### config.mk
export PLATFORM = sky130hd
export DESIGN_NAME = alu_arbiter_flat
export DESIGN_NICKNAME = d
export VERILOG_FILES = /design/src/rtl/alu_arbiter_if.sv /design/src/rtl/alu_arbiter.sv /design/src/flat_wrapper.sv
export SDC_FILE = /design/constraint.sdc
export NUM_CORES = 1
export LEC_CHECK = 0
export BUFFER_PORTS_ARGS = -buffer_cell sky130_fd_sc_hd__buf_2
export CAP_MARGIN = 20
export CORE_MARGIN = 1
export CORE_UTILIZATION = 50
export DETAILED_ROUTE_END_ITERATION = 6
export PLACE_DENSITY_LB_ADDON = 0.2
export SLEW_MARGIN = 20
export SYNTH_ARGS = -nofsm -noshare
export SYNTH_HDL_FRONTEND = slang
export SYNTH_SLANG_ARGS = --single-unit
### constraint.sdc
create_clock -name clk -period 2.2 [get_ports clk]
set_input_delay 0 -clock clk [delete_from_list [all_inputs] [get_ports clk]]
set_output_delay 0 -clock clk [all_outputs]
set_load 0.02 [all_outputs]
### src/rtl/alu_arbiter_if.sv
// Bundle of requester, shared-ALU and response signals for alu_arbiter.
// The slave modport is the arbiter; master is whatever drives requests and models the ALU.
interface alu_arbiter_if #(
  parameter int unsigned W  = 4,
  parameter int unsigned CW = 2
);
  logic [1:0]      req_valid;
  logic [1:0]      req_ready;
  logic [2*W-1:0]  req_a;
  logic [2*W-1:0]  req_b;
  logic [2*CW-1:0] req_c;
  logic [3:0]      req_op;
  logic [W-1:0]    alu_a;
  logic [W-1:0]    alu_b;
  logic [CW-1:0]   alu_c;
  logic [1:0]      alu_op;
  logic [W-1:0]    alu_ans;
  logic            rsp_valid;
  logic            rsp_id;
  logic [W-1:0]    rsp_data;
  logic            rsp_ready;
  logic            busy;
  logic [7:0]      op_count;

  modport master (
    output req_valid, req_a, req_b, req_c, req_op, alu_ans, rsp_ready,
    input  req_ready, alu_a, alu_b, alu_c, alu_op, rsp_valid, rsp_id, rsp_data, busy, op_count
  );

  modport slave (
    input  req_valid, req_a, req_b, req_c, req_op, alu_ans, rsp_ready,
    output req_ready, alu_a, alu_b, alu_c, alu_op, rsp_valid, rsp_id, rsp_data, busy, op_count
  );
endinterface

### src/rtl/alu_arbiter.sv
// Round-robin arbiter sharing one combinational ALU between two requesters.
// Each operation walks IDLE -> ISSUE -> RESP; the ALU sees only registered operands.
module alu_arbiter #(
  parameter int unsigned W  = 4,
  parameter int unsigned CW = 2
) (
  input logic         clk,
  input logic         reset,
  alu_arbiter_if.slave bus
);

  typedef enum logic [1:0] {StIdle, StIssue, StResp} state_e;

  state_e        state_q;
  logic [W-1:0]  a_q, b_q, res_q;
  logic [CW-1:0] c_q;
  logic [1:0]    op_q;
  logic          id_q;
  logic          last_q;
  logic          rsp_valid_q;
  logic          busy_q;
  logic [7:0]    cnt_q;

  logic any_req;
  logic gnt;

  // Contention goes to whoever was not served last.
  always_comb begin
    any_req = |bus.req_valid;
    gnt     = 1'b0;
    if (bus.req_valid == 2'b10) begin
      gnt = 1'b1;
    end else if (bus.req_valid == 2'b11) begin
      gnt = ~last_q;
    end
    bus.req_ready = 2'b00;
    if (reset && (state_q == StIdle) && any_req) begin
      bus.req_ready = gnt ? 2'b10 : 2'b01;
    end
  end

  always_ff @(posedge clk or negedge reset) begin
    if (!reset) begin
      state_q     <= StIdle;
      a_q         <= '0;
      b_q         <= '0;
      c_q         <= '0;
      op_q        <= '0;
      id_q        <= 1'b0;
      res_q       <= '0;
      last_q      <= 1'b1;
      rsp_valid_q <= 1'b0;
      busy_q      <= 1'b0;
      cnt_q       <= '0;
    end else begin
      unique case (state_q)
        StIdle: begin
          if (any_req) begin
            a_q     <= gnt ? bus.req_a[2*W-1:W]   : bus.req_a[W-1:0];
            b_q     <= gnt ? bus.req_b[2*W-1:W]   : bus.req_b[W-1:0];
            c_q     <= gnt ? bus.req_c[2*CW-1:CW] : bus.req_c[CW-1:0];
            op_q    <= gnt ? bus.req_op[3:2]      : bus.req_op[1:0];
            id_q    <= gnt;
            busy_q  <= 1'b1;
            state_q <= StIssue;
          end
        end
        StIssue: begin
          res_q       <= bus.alu_ans;
          rsp_valid_q <= 1'b1;
          state_q     <= StResp;
        end
        StResp: begin
          if (bus.rsp_ready) begin
            rsp_valid_q <= 1'b0;
            busy_q      <= 1'b0;
            last_q      <= id_q;
            cnt_q       <= cnt_q + 8'd1;
            state_q     <= StIdle;
          end
        end
        default: state_q <= StIdle;
      endcase
    end
  end

  assign bus.alu_a     = a_q;
  assign bus.alu_b     = b_q;
  assign bus.alu_c     = c_q;
  assign bus.alu_op    = op_q;
  assign bus.rsp_valid = rsp_valid_q;
  assign bus.rsp_id    = id_q;
  assign bus.rsp_data  = res_q;
  assign bus.busy      = busy_q;
  assign bus.op_count  = cnt_q;

endmodule

### src/flat_wrapper.sv
// flat-port wrapper written by rule: the top's interface ports become plain ports
module alu_arbiter_flat 
#(
  parameter int unsigned W  = 4,
  parameter int unsigned CW = 2
)
  (clk, reset, bus_req_valid, bus_req_a, bus_req_b, bus_req_c, bus_req_op, bus_alu_ans, bus_rsp_ready, bus_req_ready, bus_alu_a, bus_alu_b, bus_alu_c, bus_alu_op, bus_rsp_valid, bus_rsp_id, bus_rsp_data, bus_busy, bus_op_count);
  alu_arbiter_if #(.W(W), .CW(CW)) bus_i ();
  input logic clk;
  input logic reset;
  input wire logic [$bits(bus_i.req_valid)-1:0] bus_req_valid;
  input wire logic [$bits(bus_i.req_a)-1:0] bus_req_a;
  input wire logic [$bits(bus_i.req_b)-1:0] bus_req_b;
  input wire logic [$bits(bus_i.req_c)-1:0] bus_req_c;
  input wire logic [$bits(bus_i.req_op)-1:0] bus_req_op;
  input wire logic [$bits(bus_i.alu_ans)-1:0] bus_alu_ans;
  input wire logic [$bits(bus_i.rsp_ready)-1:0] bus_rsp_ready;
  output wire logic [$bits(bus_i.req_ready)-1:0] bus_req_ready;
  output wire logic [$bits(bus_i.alu_a)-1:0] bus_alu_a;
  output wire logic [$bits(bus_i.alu_b)-1:0] bus_alu_b;
  output wire logic [$bits(bus_i.alu_c)-1:0] bus_alu_c;
  output wire logic [$bits(bus_i.alu_op)-1:0] bus_alu_op;
  output wire logic [$bits(bus_i.rsp_valid)-1:0] bus_rsp_valid;
  output wire logic [$bits(bus_i.rsp_id)-1:0] bus_rsp_id;
  output wire logic [$bits(bus_i.rsp_data)-1:0] bus_rsp_data;
  output wire logic [$bits(bus_i.busy)-1:0] bus_busy;
  output wire logic [$bits(bus_i.op_count)-1:0] bus_op_count;
  assign bus_i.req_valid = bus_req_valid;
  assign bus_i.req_a = bus_req_a;
  assign bus_i.req_b = bus_req_b;
  assign bus_i.req_c = bus_req_c;
  assign bus_i.req_op = bus_req_op;
  assign bus_i.alu_ans = bus_alu_ans;
  assign bus_i.rsp_ready = bus_rsp_ready;
  assign bus_req_ready = bus_i.req_ready;
  assign bus_alu_a = bus_i.alu_a;
  assign bus_alu_b = bus_i.alu_b;
  assign bus_alu_c = bus_i.alu_c;
  assign bus_alu_op = bus_i.alu_op;
  assign bus_rsp_valid = bus_i.rsp_valid;
  assign bus_rsp_id = bus_i.rsp_id;
  assign bus_rsp_data = bus_i.rsp_data;
  assign bus_busy = bus_i.busy;
  assign bus_op_count = bus_i.op_count;
  alu_arbiter #(.W(W), .CW(CW)) u_core (.clk(clk), .reset(reset), .bus(bus_i));
endmodule
==> Word-level counts from Yosys, hierarchy flattened <==
Index checks and enable logic that the tools add are counted.
{ "totals": {"elab_cells": 45, "out_inout_bits": 29, "inputBits": 33, "reg_bits": 30} }
{ "classes": {"n_bitwise": 1, "eq_ne": 6, "n_mux": 15, "n_reduce_logical": 11, "addsub": 1} }
{ "op_table": {"columns": ["cell", "n"], "rows": [
  ["$mux W2", 6],
  ["$add A8 B1 Y8 const B", 1],
  ["$mux W4", 2],
  ["$reduce_and A2 Y1", 4],
  ["$eq A2 B2 Y1 const B", 3],
  ["$pmux W2 S3", 1],
  ["$mux W1", 4],
  ["$pmux W1 S2", 2],
  ["$reduce_bool A2 Y1", 2],
  ["$reduce_and A3 Y1", 1],
  ["$eq A2 B1 Y1 const B", 1],
  ["$logic_and A1 B1 Y1", 2],
  ["$logic_not A2 Y1", 1],
  ["$ne A2 B1 Y1 const B", 1],
  ["$ne A2 B2 Y1 const B", 1],
  ["$reduce_or A2 Y1", 1],
  ["$not A1 Y1", 1]
]} }

==> Depth between registers and ports, before layout <==
{ "depth": {"word_depth": 5, "depth_mapped": 5, "depth_no_buf": 4} }

==> Worst setup path after synthesis <==
Ideal clock, no wire load.
{ "synth_path": {"path_type": "register to register", "startpoint": "register u_core.last_q", "endpoint": "register u_core.a_q[0] (netlist: u_core.bus.alu_a[0])", "stages_incl_launch_ff": 5, "slack_ns": 0.737, "synth_period_minus_slack_ns": 1.463, "setup_time_ns": 0.125, "t_arrival_ns": 1.338, "n_path_buf": 1, "required_time_ns": 2.075, "path_cell_list": "dfstp_2 -> a21bo_4 -> buf_12 -> mux2_4 -> mux2_4"} }
{ "synth_via": {"elab_chain_cells": 4} }
{ "synth_rtl": {"columns": ["item", "line", "rtl"], "rows": [
  ["start, declared", "alu_arbiter.sv:19", "logic last_q;"],
  ["start signal, assigned", "alu_arbiter.sv:77", "last_q <= id_q;"],
  ["$not A1 Y1", "alu_arbiter.sv:34", "gnt = ~last_q;"],
  ["$mux W1", "alu_arbiter.sv:33", "end else if (bus.req_valid == 2'b11) begin"],
  ["$mux W1", "alu_arbiter.sv:31", "if (bus.req_valid == 2'b10) begin"],
  ["$mux W4", "alu_arbiter.sv:59", "a_q <= gnt ? bus.req_a[2*W-1:W] : bus.req_a[W-1:0];"],
  ["end signal, assigned", "alu_arbiter.sv:59", null],
  ["end, declared", "alu_arbiter.sv:15", "logic [W-1:0] a_q, b_q, res_q;"]
]} }
No other way between the ends.
A chain may end at the register's enable or synchronous reset.

==> Final worst setup path <==
{ "layout_path": {"startpoint": "register u_core.state_q[0]", "endpoint": "output port bus_req_ready[0]"} }
{ "layout_via": {"elab_chain_cells": 4} }
{ "layout_rtl": {"columns": ["item", "line", "rtl"], "rows": [
  ["start, declared", "alu_arbiter.sv:14", "state_e state_q;"],
  ["start signal, assigned", "alu_arbiter.sv:44", "state_q <= StIdle;"],
  ["start signal, assigned", "alu_arbiter.sv:65", "state_q <= StIssue;"],
  ["start signal, assigned", "alu_arbiter.sv:71", "state_q <= StResp;"],
  ["$logic_not A2 Y1", "alu_arbiter.sv:37", "if (reset && (state_q == StIdle) && any_req) begin"],
  ["$logic_and A1 B1 Y1 (2 in a row)", "alu_arbiter.sv:37", null],
  ["$mux W2", "alu_arbiter.sv:37", null],
  ["end, declared", "flat_wrapper.sv:18", "output wire logic [$bits(bus_i.req_ready)-1:0] bus_req_ready;"]
]} }
No other way between the ends.

==> metrics.md <==
| Metric | Value |
|---|---|
| GPL Wtd Cong | 0.682 |
| Post-synth top area share | a little over 50% |
| Fillers | 195 |
| Vias in the first global route | about 1000 |
| Post-layout net count | 206 |
| Port bufs | 61 |
| Status | completed |
| Top FF cell, synth | dfrtp_1 |
| CTS tree | built |
| Layout cells sized above 1 | 60.1% |
| Fin Setup TNS | 0 ns |
| Clock-pin slew on the worst setup and hold paths | around 0.090 ns |
| Actual slew at the worst max-slew pin | 0.404 ns |
| Height of the die | 55.2 um |
| Synthesis-stage register bit count | 30 |
| Switch share | between 30% and 40% |
| Die Span X | between 50 and 60 um |
| Internal reg-to-reg setup slack | 0.63 ns |
| FFs w/ async S/R, synth | 100% |
| Post-layout min period | between 1.5 and 2 ns |
| Syn Nets | 132 |
| Clock buffer count from CTS | 5 |
| Worst Hold Class | input pin to flip-flop |
| Final Setup Violations | 0 |
| Die ar. | just over 3000 um2 |
| Syn_area_per_cell | approximately 14 um2 |
| Initial core utilization | roughly 55% |
| Most common cell in the synthesized netlist | dfrtp_1 |
| Clk network pwr share | 13.4% |
| Final global-route overflow total | 0 |
| Post-CTS setup buffers | 0 |
| Largest net degree at the start of global routing | 19 |
| Place WS | between 0.6 and 0.7 ns |
| Final worst slack | just over 0.5 ns |
| Diode count | 0 |
| CP max-delay cell | dfrtp_1 |
| PD cells | 1320 nW/um2 |
| Post-synth EDFFs | 0 |
| Logic gate share of total power | 46.6% |
| Hold path startpoint | bus_req_c[1] |
| DRC viols | 0 |
| Synthesized area | approximately 1400 um2 |
| Wire per inst | roughly 13 um |
| Wirelength, routed | roughly 2600 um |
| Synth cell types | 29 |
| Origin of the critical flop-to-flop path | u_core.last_q |
| Core area | 2570 um2 |
| Worst path arrival time | ~1.7 ns |
| Vias per cell | between 5 and 6 |
| Worst Skew | between 0.006 and 0.007 ns |
| Initial antenna violation count | 0 |
| Clock root buffer | clkbuf_4 |
| RSZ-0062 raised after global routing | false |
| Slew HR | around 73% |
| Max Transition Viols Final | 0 |
| Antenna Nets Post-Route | 0 |
| All-Layer GR Usage | between 10% and 20% |
| Crit-path max cell delay | 0.47 ns |
| Post-synth top cells | dfrtp_1 (29), mux2_4 (16), mux2_2 (14) |
| Worst skew pair latency | ~0.31 ns |
| Max Cap Viol | 0 |
| Post-DP HPWL | ~2000 um |
| Sink Count | 30 |
| Register area share after synthesis | 53.2% |
| Internal power | approximately 1500 uW |
| Detailed Routing Iterations Pass 1 | 4 |
| Synthesis-to-finish area growth | 32.0% |
| Part of the cycle the worst path needs | roughly three quarters |
| FP Rows | 18 |
| Maximum root-to-sink buffer count | 2 |
| Drt initial violations | 7 |
| CP cell instances | nor2_1 > o21ai_1 > inv_2 > and3_2 > buf_2 |
| Via count | 1033 |
| CP startpoint kind | flip-flop |
| Synth area leader | dfrtp_1 |
| Pleak | between 0.0009 and 0.001 uW |
| Switching power | between 900 and 1000 uW |
| Post-Synthesis Cells | 98 |
| Worst setup EP type | output pin |
| Fmax | about 590 MHz |
| WS Path Type | flip-flop to output pin |
| Reg power frac | approximately two fifths |
| Peak supply drop | about 0.85 mV |
| I/O pins | 62 |
| Warnings, synthesis | 0 |
| Hold Vio Cnt, Final | 0 |
| Hold WS | between 0.03 and 0.04 ns |
| First-pass GRT wire length | slightly above 4000 um |
| H-tree levels | 2 |
| Worst Setup SP | u_core.state_q[0] |
| Top post-synthesis cells by area | dfrtp_1 (51%), mux2_4 (17%), mux2_2 (11%), xor2_1 (2.5%), dfstp_2 (1.9%) |
| CP Max Fanout | 14 |
| CP required | around 2.2 ns |
## state kept, by name (all words and copies together) (netlist names)
register,cells
u_core.bus.rsp_id,1
u_core.bus.alu_b,4
u_core.bus.rsp_data,4
u_core.bus.op_count,8
u_core.bus.alu_a,4
u_core.bus.alu_op,2
u_core.bus.busy,1
u_core.bus.rsp_valid,1
u_core.state_q,2
u_core.last_q,1
u_core.bus.alu_c,2
## final timing paths
kind	depth (start not counted)	end
max	5	bus_req_ready[0]
min	3	u_core.bus.alu_c[1]
max reg2reg	3	u_core.bus.alu_a[2]
min reg2reg	1	u_core.bus.op_count[7]
max in group asynchronous	3	u_core.state_q[1]
min in group asynchronous	2	u_core.bus.alu_b[0]
## routing by layer
metal  vias to the layer above  global-route usage, %  part of all wire (%)
met2                        37                   34.7                    50
li1                        493                      -                     -
met5                         -                      0                     0
met1                       499                   22.4                    42
met4                         0                   8.75                  0.92
met3                         4                   5.46                   6.3
## layout by cell type (no fill, tap or decap), drive strengths merged
master,instances
and4b,1
nor3b,1
nor3,3
buf,62
nand2,3
clkinv,1
and2,1
or2,1
o21ai,2
mux2,30
ha,1
dlygate4sd3,7
nand3b,1
nor2b,1
dfrtp,29
inv,2
nor2,3
a21o,1
xor2,4
dfstp,1
and3,2
nand3,3
a21oi,1
xnor2,3
nand4,1
clkbuf,7
a21bo,1
## per-stage QoR
stage          power (uW)  area [um2]  instances  utilization, %
2_1_floorplan        1790        1410         98               -
3_3_place_gp         2090        1740        188            67.6
3_5_place_dp         2130        1740        188            67.6
4_1_cts              2480        1870        203            72.7
5_1_grt              2640        1870        203            72.7
6_report             2460        1870        203            72.7
## final cells by class
class                           count  area (um2)  area share [%]
Clock inverter                      1        5.00           0.268
Multi-Input combinational cell     64         627            33.6
Tap cell                           30        37.5            2.01
Inverter                            2        7.51           0.402
Timing Repair Buffer               69         383            20.5
Sequential cell                    30         752            40.3
Clock buffer                        7        55.1            2.95
## power groups by stage
stage / registers, uW / clock network, uW / logic, uW
CTS: 983 / 338 / 1160
floorplan: 1230 / 0 / 562
global route: 1030 / 365 / 1240
finish: 982 / 330 / 1150
detailed placement: 989 / 0 / 1140
global placement: 975 / 0 / 1110
## worst max-delay path: cells and delay by family (launching register included)
| family | cells | cell delay, ns |
|---|---|---|
| flops | 1 | 0.47 |
| buf+inv | 2 | 0.44 |
| simple gates | 2 | 0.35 |
| compound gates | 1 | 0.12 |
## logic make-up (layout without fill, tap and decap cells)
| kind of cell | Yosys count | in the layout | share of synthesized area [%] |
|---|---|---|---|
| xor+xnor | 7 | 7 | 4.34 |
| fa+ha+maj | 1 | 1 | 0.885 |
| simple gates | 21 | 21 | 8.23 |
| buf+inv | 4 | 79 | 2.48 |
| flops | 30 | 30 | 53.2 |
| mux | 30 | 30 | 28.1 |
| compound gates | 5 | 5 | 2.74 |
## timing repair
item	4_1_cts	5_1_grt
hold buffers	7	0
resized for setup	0	0
hold endpoints to repair	35	0
Power figures use the tool's default switching activity.
